**src/rtl/pc_trap_sched.sv**
```systemverilog
// pc_trap_sched
// Collects retired PCs from NUM_HARTS harts and checks each one against a
// good-trap and a bad-trap address. When all harts have reached the good trap,
// or any hart has reached the bad trap, the test is reported as finished.
//
// Each hart has its own 2-entry FIFO. A round-robin arbiter pops at most one
// FIFO per cycle into a single registered compare stage. The pass/fail flags
// are updated from that stage on the following edge.
//
// Ports
//   clk, rst                      clock; synchronous active-high reset
//   good_trap_vld/good_trap_pc    good-trap address (static after reset)
//   bad_trap_vld/bad_trap_pc      bad-trap address (static after reset)
//   ret_vld[h], ret_pc[64h+:64]   per-hart retire strobe and PC
//   ret_rdy[h]                    per-hart FIFO not full
//   good_mask[h]                  sticky: hart h reached the good trap
//   all_good, bad_hit, done       pass flag, sticky fail flag, end of test
//   bad_hart                      index of the first hart that hit the bad trap
//   overflow[h]                   sticky: a retire event from hart h was dropped
//   timeout[h]                    only with PC_TRAP_SCHED_TIMEOUT_EN: hart h
//                                 made no retire push for TIMEOUT_CYCLES cycles
//
// Optional feature macro: PC_TRAP_SCHED_TIMEOUT_EN (per-hart watchdog).
module pc_trap_sched #(
    parameter int          NUM_HARTS      = 4,
    parameter logic [31:0] TIMEOUT_CYCLES = 32'd100000
) (
    input  logic                     clk,
    input  logic                     rst,
    input  logic                     good_trap_vld,
    input  logic [63:0]              good_trap_pc,
    input  logic                     bad_trap_vld,
    input  logic [63:0]              bad_trap_pc,
    input  logic [NUM_HARTS-1:0]     ret_vld,
    input  logic [64*NUM_HARTS-1:0]  ret_pc,
    output logic [NUM_HARTS-1:0]     ret_rdy,
    output logic [NUM_HARTS-1:0]     good_mask,
    output logic                     all_good,
    output logic                     bad_hit,
    output logic                     done,
    output logic [3:0]               bad_hart,
`ifdef PC_TRAP_SCHED_TIMEOUT_EN
    output logic [NUM_HARTS-1:0]     timeout,
`endif
    output logic [NUM_HARTS-1:0]     overflow
);

    localparam int IW = (NUM_HARTS > 1) ? $clog2(NUM_HARTS) : 1;

    logic [1:0]           r_cnt  [NUM_HARTS];
    logic                 r_wp   [NUM_HARTS];
    logic                 r_rp   [NUM_HARTS];
    logic [63:0]          r_mem  [NUM_HARTS][2];
    logic [IW-1:0]        r_ptr;
    logic [NUM_HARTS-1:0] r_ovf;

    logic                 r_stg_vld;
    logic [3:0]           r_stg_hart;
    logic [63:0]          r_stg_pc;

    logic [NUM_HARTS-1:0] r_good_mask;
    logic                 r_bad_hit;
    logic [3:0]           r_bad_hart;

    logic [NUM_HARTS-1:0] w_rdy;
    logic [NUM_HARTS-1:0] w_push;
    logic [NUM_HARTS-1:0] w_pop;
    logic                 w_gnt_vld;
    logic [IW-1:0]        w_gnt_idx;
    logic [63:0]          w_gnt_pc;
    logic [IW:0]          w_rr_sum;
    logic [IW-1:0]        w_rr_idx;
    logic                 w_bad_cmp;
    logic                 w_good_cmp;
    logic                 w_to_any;
    logic                 w_done;

    // Ready comes from the count alone, so a full FIFO refuses even if it is popped this cycle.
    always_comb begin
        w_rdy  = '0;
        w_push = '0;
        for (int h = 0; h < NUM_HARTS; h++) begin
            w_rdy[h]  = (r_cnt[h] != 2'd2);
            w_push[h] = ret_vld[h] & w_rdy[h];
        end
    end

    // Round-robin arbiter: first non-empty FIFO at or after r_ptr, wrapping modulo NUM_HARTS.
    always_comb begin
        w_gnt_vld = 1'b0;
        w_gnt_idx = '0;
        w_rr_sum  = '0;
        w_rr_idx  = '0;
        for (int k = 0; k < NUM_HARTS; k++) begin
            w_rr_sum = {1'b0, r_ptr} + (IW+1)'(k);
            if (w_rr_sum >= (IW+1)'(NUM_HARTS)) begin
                w_rr_sum = w_rr_sum - (IW+1)'(NUM_HARTS);
            end else begin
                w_rr_sum = w_rr_sum;
            end
            w_rr_idx = w_rr_sum[IW-1:0];
            if (!w_gnt_vld && (r_cnt[w_rr_idx] != 2'd0)) begin
                w_gnt_vld = 1'b1;
                w_gnt_idx = w_rr_idx;
            end else begin
                w_gnt_vld = w_gnt_vld;
            end
        end
        w_gnt_pc = r_mem[w_gnt_idx][r_rp[w_gnt_idx]];
        w_pop    = '0;
        for (int h = 0; h < NUM_HARTS; h++) begin
            w_pop[h] = w_gnt_vld && (w_gnt_idx == IW'(h));
        end
    end

    // Per-hart FIFOs, drop flags and the round-robin pointer.
    always_ff @(posedge clk) begin
        if (rst) begin
            for (int h = 0; h < NUM_HARTS; h++) begin
                r_cnt[h]    <= 2'd0;
                r_wp[h]     <= 1'b0;
                r_rp[h]     <= 1'b0;
                r_mem[h][0] <= 64'd0;
                r_mem[h][1] <= 64'd0;
            end
            r_ovf <= '0;
            r_ptr <= '0;
        end else begin
            for (int h = 0; h < NUM_HARTS; h++) begin
                if (w_push[h]) begin
                    r_mem[h][r_wp[h]] <= ret_pc[64*h +: 64];
                    r_wp[h]           <= ~r_wp[h];
                end
                if (w_pop[h]) begin
                    r_rp[h] <= ~r_rp[h];
                end
                case ({w_push[h], w_pop[h]})
                    2'b10:   r_cnt[h] <= r_cnt[h] + 2'd1;
                    2'b01:   r_cnt[h] <= r_cnt[h] - 2'd1;
                    default: r_cnt[h] <= r_cnt[h];
                endcase
                if (ret_vld[h] && !w_rdy[h]) begin
                    r_ovf[h] <= 1'b1;
                end
            end
            if (w_gnt_vld) begin
                r_ptr <= (w_gnt_idx == IW'(NUM_HARTS - 1)) ? '0 : w_gnt_idx + IW'(1);
            end
        end
    end

    // Compare stage: the granted {valid, hart, PC}.
    always_ff @(posedge clk) begin
        if (rst) begin
            r_stg_vld  <= 1'b0;
            r_stg_hart <= 4'd0;
            r_stg_pc   <= 64'd0;
        end else begin
            r_stg_vld  <= w_gnt_vld;
            r_stg_hart <= 4'(w_gnt_idx);
            r_stg_pc   <= w_gnt_pc;
        end
    end

    // A PC matching both traps counts only as a bad hit.
    assign w_bad_cmp  = r_stg_vld & bad_trap_vld & (r_stg_pc == bad_trap_pc);
    assign w_good_cmp = r_stg_vld & good_trap_vld & (r_stg_pc == good_trap_pc) & ~w_bad_cmp;
    assign w_done     = (&r_good_mask) | r_bad_hit | w_to_any;

    // Result flags; they freeze once done is reached.
    always_ff @(posedge clk) begin
        if (rst) begin
            r_good_mask <= '0;
            r_bad_hit   <= 1'b0;
            r_bad_hart  <= 4'd0;
        end else if (!w_done) begin
            if (w_bad_cmp) begin
                r_bad_hit <= 1'b1;
                if (!r_bad_hit) begin
                    r_bad_hart <= r_stg_hart;
                end
            end
            if (w_good_cmp) begin
                r_good_mask[r_stg_hart[IW-1:0]] <= 1'b1;
            end
        end
    end

`ifdef PC_TRAP_SCHED_TIMEOUT_EN
    logic [31:0]          r_to_cnt [NUM_HARTS];
    logic [NUM_HARTS-1:0] r_timeout;

    // Watchdog: cleared by a push, counts idle cycles until done, saturates at the limit.
    always_ff @(posedge clk) begin
        if (rst) begin
            for (int h = 0; h < NUM_HARTS; h++) begin
                r_to_cnt[h] <= 32'd0;
            end
            r_timeout <= '0;
        end else begin
            for (int h = 0; h < NUM_HARTS; h++) begin
                if (w_push[h]) begin
                    r_to_cnt[h] <= 32'd0;
                end else if (!w_done && (r_to_cnt[h] != TIMEOUT_CYCLES)) begin
                    r_to_cnt[h] <= r_to_cnt[h] + 32'd1;
                    if (r_to_cnt[h] == TIMEOUT_CYCLES - 32'd1) begin
                        r_timeout[h] <= 1'b1;
                    end
                end
            end
        end
    end

    assign w_to_any = |r_timeout;
    assign timeout  = r_timeout;
`else
    assign w_to_any = 1'b0;
`endif

    assign ret_rdy   = w_rdy;
    assign good_mask = r_good_mask;
    assign all_good  = &r_good_mask;
    assign bad_hit   = r_bad_hit;
    assign bad_hart  = r_bad_hart;
    assign done      = w_done;
    assign overflow  = r_ovf;

endmodule

```
**config.mk**
```make
export PLATFORM = sky130hd
export DESIGN_NAME = pc_trap_sched
export DESIGN_NICKNAME = d
export VERILOG_FILES = /design/src/rtl/pc_trap_sched.sv
export SDC_FILE = /design/constraint.sdc
export NUM_CORES = 1
export LEC_CHECK = 0
export ABC_CLOCK_PERIOD_IN_PS = 3650
export CORE_MARGIN = 4
export CORE_UTILIZATION = 37
export DETAILED_ROUTE_END_ITERATION = 16
export HOLD_SLACK_MARGIN = 0.05
export PLACE_DENSITY = 0.68
export SLEW_MARGIN = 20
export SYNTH_ARGS = -nofsm -noshare
export SYNTH_HDL_FRONTEND = slang
export SYNTH_SLANG_ARGS = --single-unit
```
**constraint.sdc**
```tcl
create_clock -name clk -period 3.65 [get_ports clk]
set_input_delay 0.73 -clock clk [delete_from_list [all_inputs] [get_ports clk]]
set_output_delay 0.73 -clock clk [all_outputs]
set_load 0.1 [all_outputs]
```
==> reports/results.ini <==
[logic_synthesis]
synth_edf_count=336
yosys_register_bits=610
yosysSeqAreaShare_pct=57.6
ys_warn_count=0
yosys.area.top_type=edfxtp_1
async_flop_share_pct=0
synthTopCellsByArea=edfxtp_1 (37%), dfxtp_1 (20%), nand2_1 (7.4%)
yosys.cell_types.count=51
netlist_area_um2=27100
ys.flop_type=edfxtp_1
synth.top_cell.area_share_pct=37.3
synth_cells=2741
avgSynthCellArea_um2=9.87

[global_route]
antenna_found_initial=10
met3_usage_pct=6.06
use_met2_pct=38.4
grt_first_pass_wirelength_mm=141
grt_usage_pct=24.3
grt_max_degree=179
top_usage_layer=met2
overflow=0
grt_pass1_vias=21411
grtUsageMet1_pct=33.4

[worst_setup_path]
criticalPathCategory=flip-flop to flip-flop
cp_max_fo=94
startpoint_type=flip-flop
critical_path_arrival_ps=3990
setup.worst_path.end_class=flip-flop
worstPathRequired_ps=4200

[detailed_routing]
wl_mm=98.6
drc=0
vias=22216
firstDrtPassIters=5
wire_per_inst_um=24.2
drtIter0Drc=2228
vias_per_cell=5.44
ant_nets=0

[clock_tree]
ctsHtreeMaxLevel=2
cts-root-buf=clkbuf_16
clockBufferDepth=3
numCtsBuffers=61
cts_tree=built
cts_num_sinks=610
clk_pin_slew_ps=60
clk-insertion-delay-late_ps=640
holdBufCountCts=0

[sta]
hold_viol=0
slew_viol_final=0
max_freq_ghz=0.291
post-route-min-period_ps=3440
setup_violations=0
grt_setup_unrepaired=false
tightest_slew_ps=1050
finalCritPeriodShare_pct=94.2
final.setup.tns_ps=0
slew-limit-headroom_pct=29.9
fin_skew_ps=18.7

[pwr]
p_per_area_nw_per_um2=896
irDropWorstVdd_mv=1.58
leakage_nw=13.0

[cells_and_area]
final_area_um2=34600
fill_cells=6567
area_delta_synth_final_pct=27.7
nets=3483
drive_above_1_share_pct=6.10
layoutNonFillerInstCount=4083

[floorplan]
floorplan.initialDensity_pct=37.6
core_area_um2=72000
die-area_um2=77500
ios=411
die_y_um=278
die_x_um=278
rows=98

[flow_run]
cap_violations=0

[outcome]
status=finished clean

[place]
dpl.hpwl_mm=67.9
gp_congestion=0.851
dp_cells=3965
detailed_place.area_um2=32600
port_buffers=408

[hold_path]
worstHoldPathType=primary input to flip-flop

[logic make-up (layout without fill, tap and decap cells)]
kind of cell	after synthesis	in the layout	share of synthesized area, %
mux	8	8	0.347
flops	610	610	57.6
buf+inv	319	708	4.53
compound gates	702	702	15.9
other cells	1	4	0.0139
fa+ha+maj	13	13	0.601
simple gates	996	996	18.1
xor+xnor	92	92	2.98
[sequential cells by signal (all words and copies together) (netlist names), named ones only]
signal and cells:
r_cnt 8, overflow 4, r_stg_hart 2, bad_hart 2, good_mask 4, r_mem 512, r_stg_vld 1, bad_hit 1
r_wp 4, r_rp 4, r_stg_pc 64, r_ptr 2
[through the flow]
| step | setup WS, ps | utilization, % | power (mW) | hold WS [ps] |
|---|---|---|---|---|
| 2_1_floorplan | 201 | - | 19.1 | 437 |
| 3_3_place_gp | -819 | 45.2 | 24.5 | 443 |
| 3_5_place_dp | -613 | 45.2 | 24.6 | 447 |
| 4_1_cts | 51.4 | 48.0 | 31.0 | 415 |
| 5_1_grt | 45.9 | 48.0 | 32.6 | 464 |
| 6_report | 212 | 48.0 | 31.0 | 457 |
[power breakdown]
part | total (mW) | internal, mW | switching [mW]
clock | 6.29 | 3.56 | 2.73
sequential | 9.41 | 8.52 | 0.889
combinational | 15.3 | 5.62 | 9.65
total | 31.0 | 17.7 | 13.3
[cell type report]
class | instances | area, µm² | share of cell area (%)
antenna | 2 | 5.00 | 0.0145
clock buffer | 81 | 1660 | 4.81
clock inverter | 35 | 333 | 0.963
inverter | 115 | 444 | 1.29
multi-input combinational | 1813 | 10400 | 30.0
sequential | 610 | 15600 | 45.1
tap | 950 | 1190 | 3.44
timing repair buffer | 477 | 4980 | 14.4
[path summary, 6_finish.rpt]
path	from	end	slack, ps	cells past startpoint
max	r_cnt[1][1]	r_stg_pc[31]	210	10
min	rst	r_mem[3][62]	460	2
max reg2reg	r_cnt[1][1]	r_stg_pc[31]	210	10
min reg2reg	r_mem[3][8]	r_mem[3][8]	460	2
[cells in the mapped netlist (4+ instances only)]
| library cell | n |
|---|---|
| a2111oi_0 | 5 |
| a21oi_1 | 392 |
| a221o_1 | 129 |
| a31oi_1 | 8 |
| and2_1 | 193 |
| buf_2 | 17 |
| clkbuf_1 | 185 |
| dfxtp_1 | 274 |
| edfxtp_1 | 336 |
| ha_1 | 13 |
| inv_1 | 113 |
| mux2i_1 | 6 |
| nand2_1 | 534 |
| nand2b_1 | 82 |
| nand3_1 | 5 |
| nand3b_1 | 64 |
| nand4_1 | 15 |
| nor2_1 | 36 |
| nor2b_1 | 10 |
| nor3_1 | 18 |
| nor3b_1 | 5 |
| nor4_1 | 18 |
| o2111ai_1 | 4 |
| o21ai_0 | 129 |
| o21bai_1 | 4 |
| o22ai_1 | 11 |
| o2bb2ai_1 | 5 |
| or2_2 | 7 |
| xnor2_1 | 48 |
| xor2_1 | 44 |
[critical path: stages, from the launching register on]
cell,delay [ps]
edfxtp_1,460
or2_1,310
or4_1,510
and4b_1,220
nor3_4,370
buf_4,250
buf_12,340
buf_4,220
a21oi_1,60
a221o_1,360
a21oi_1,140
[cell usage in the layout (no fill, tap or decap), types with 5 or more instances in the layout]
cell | Yosys | routed
clkinv_1 | 2 | 9
clkdlybuf4s50_1 | 0 | 401
nand2_1 | 534 | 532
a21oi_1 | 392 | 392
xnor2_1 | 48 | 48
buf_4 | 2 | 44
nor3_1 | 18 | 16
nand3b_1 | 64 | 64
a31oi_1 | 8 | 7
o21ai_0 | 129 | 129
clkinv_2 | 0 | 11
and2_1 | 193 | 192
inv_1 | 113 | 113
dfxtp_1 | 274 | 274
bufinv_16 | 0 | 5
clkbuf_16 | 0 | 62
o22ai_1 | 11 | 11
clkbuf_1 | 185 | 15
o2bb2ai_1 | 5 | 5
a221o_1 | 129 | 129
mux2i_1 | 6 | 5
nor2_1 | 36 | 36
ha_1 | 13 | 13
xor2_1 | 44 | 44
nor4_1 | 18 | 17
nand2b_1 | 82 | 82
nand3_1 | 5 | 5
nand4_1 | 15 | 15
buf_12 | 0 | 31
edfxtp_1 | 336 | 336
nor2b_1 | 10 | 10
clkinvlp_4 | 0 | 7
[layer usage]
metal / part of all wire (%) / vias up
met5: 0.063 / -
met1: 42 / 10758
met3: 10 / 168
met2: 45 / 1052
met4: 2.7 / 10
li1: - / 10228
[what timing repair did]
action	4_1_cts	5_1_grt
setup endpoints to repair	0	7
setup buffers	0	0
resized for setup	0	2
Power figures use the tool's default switching activity.
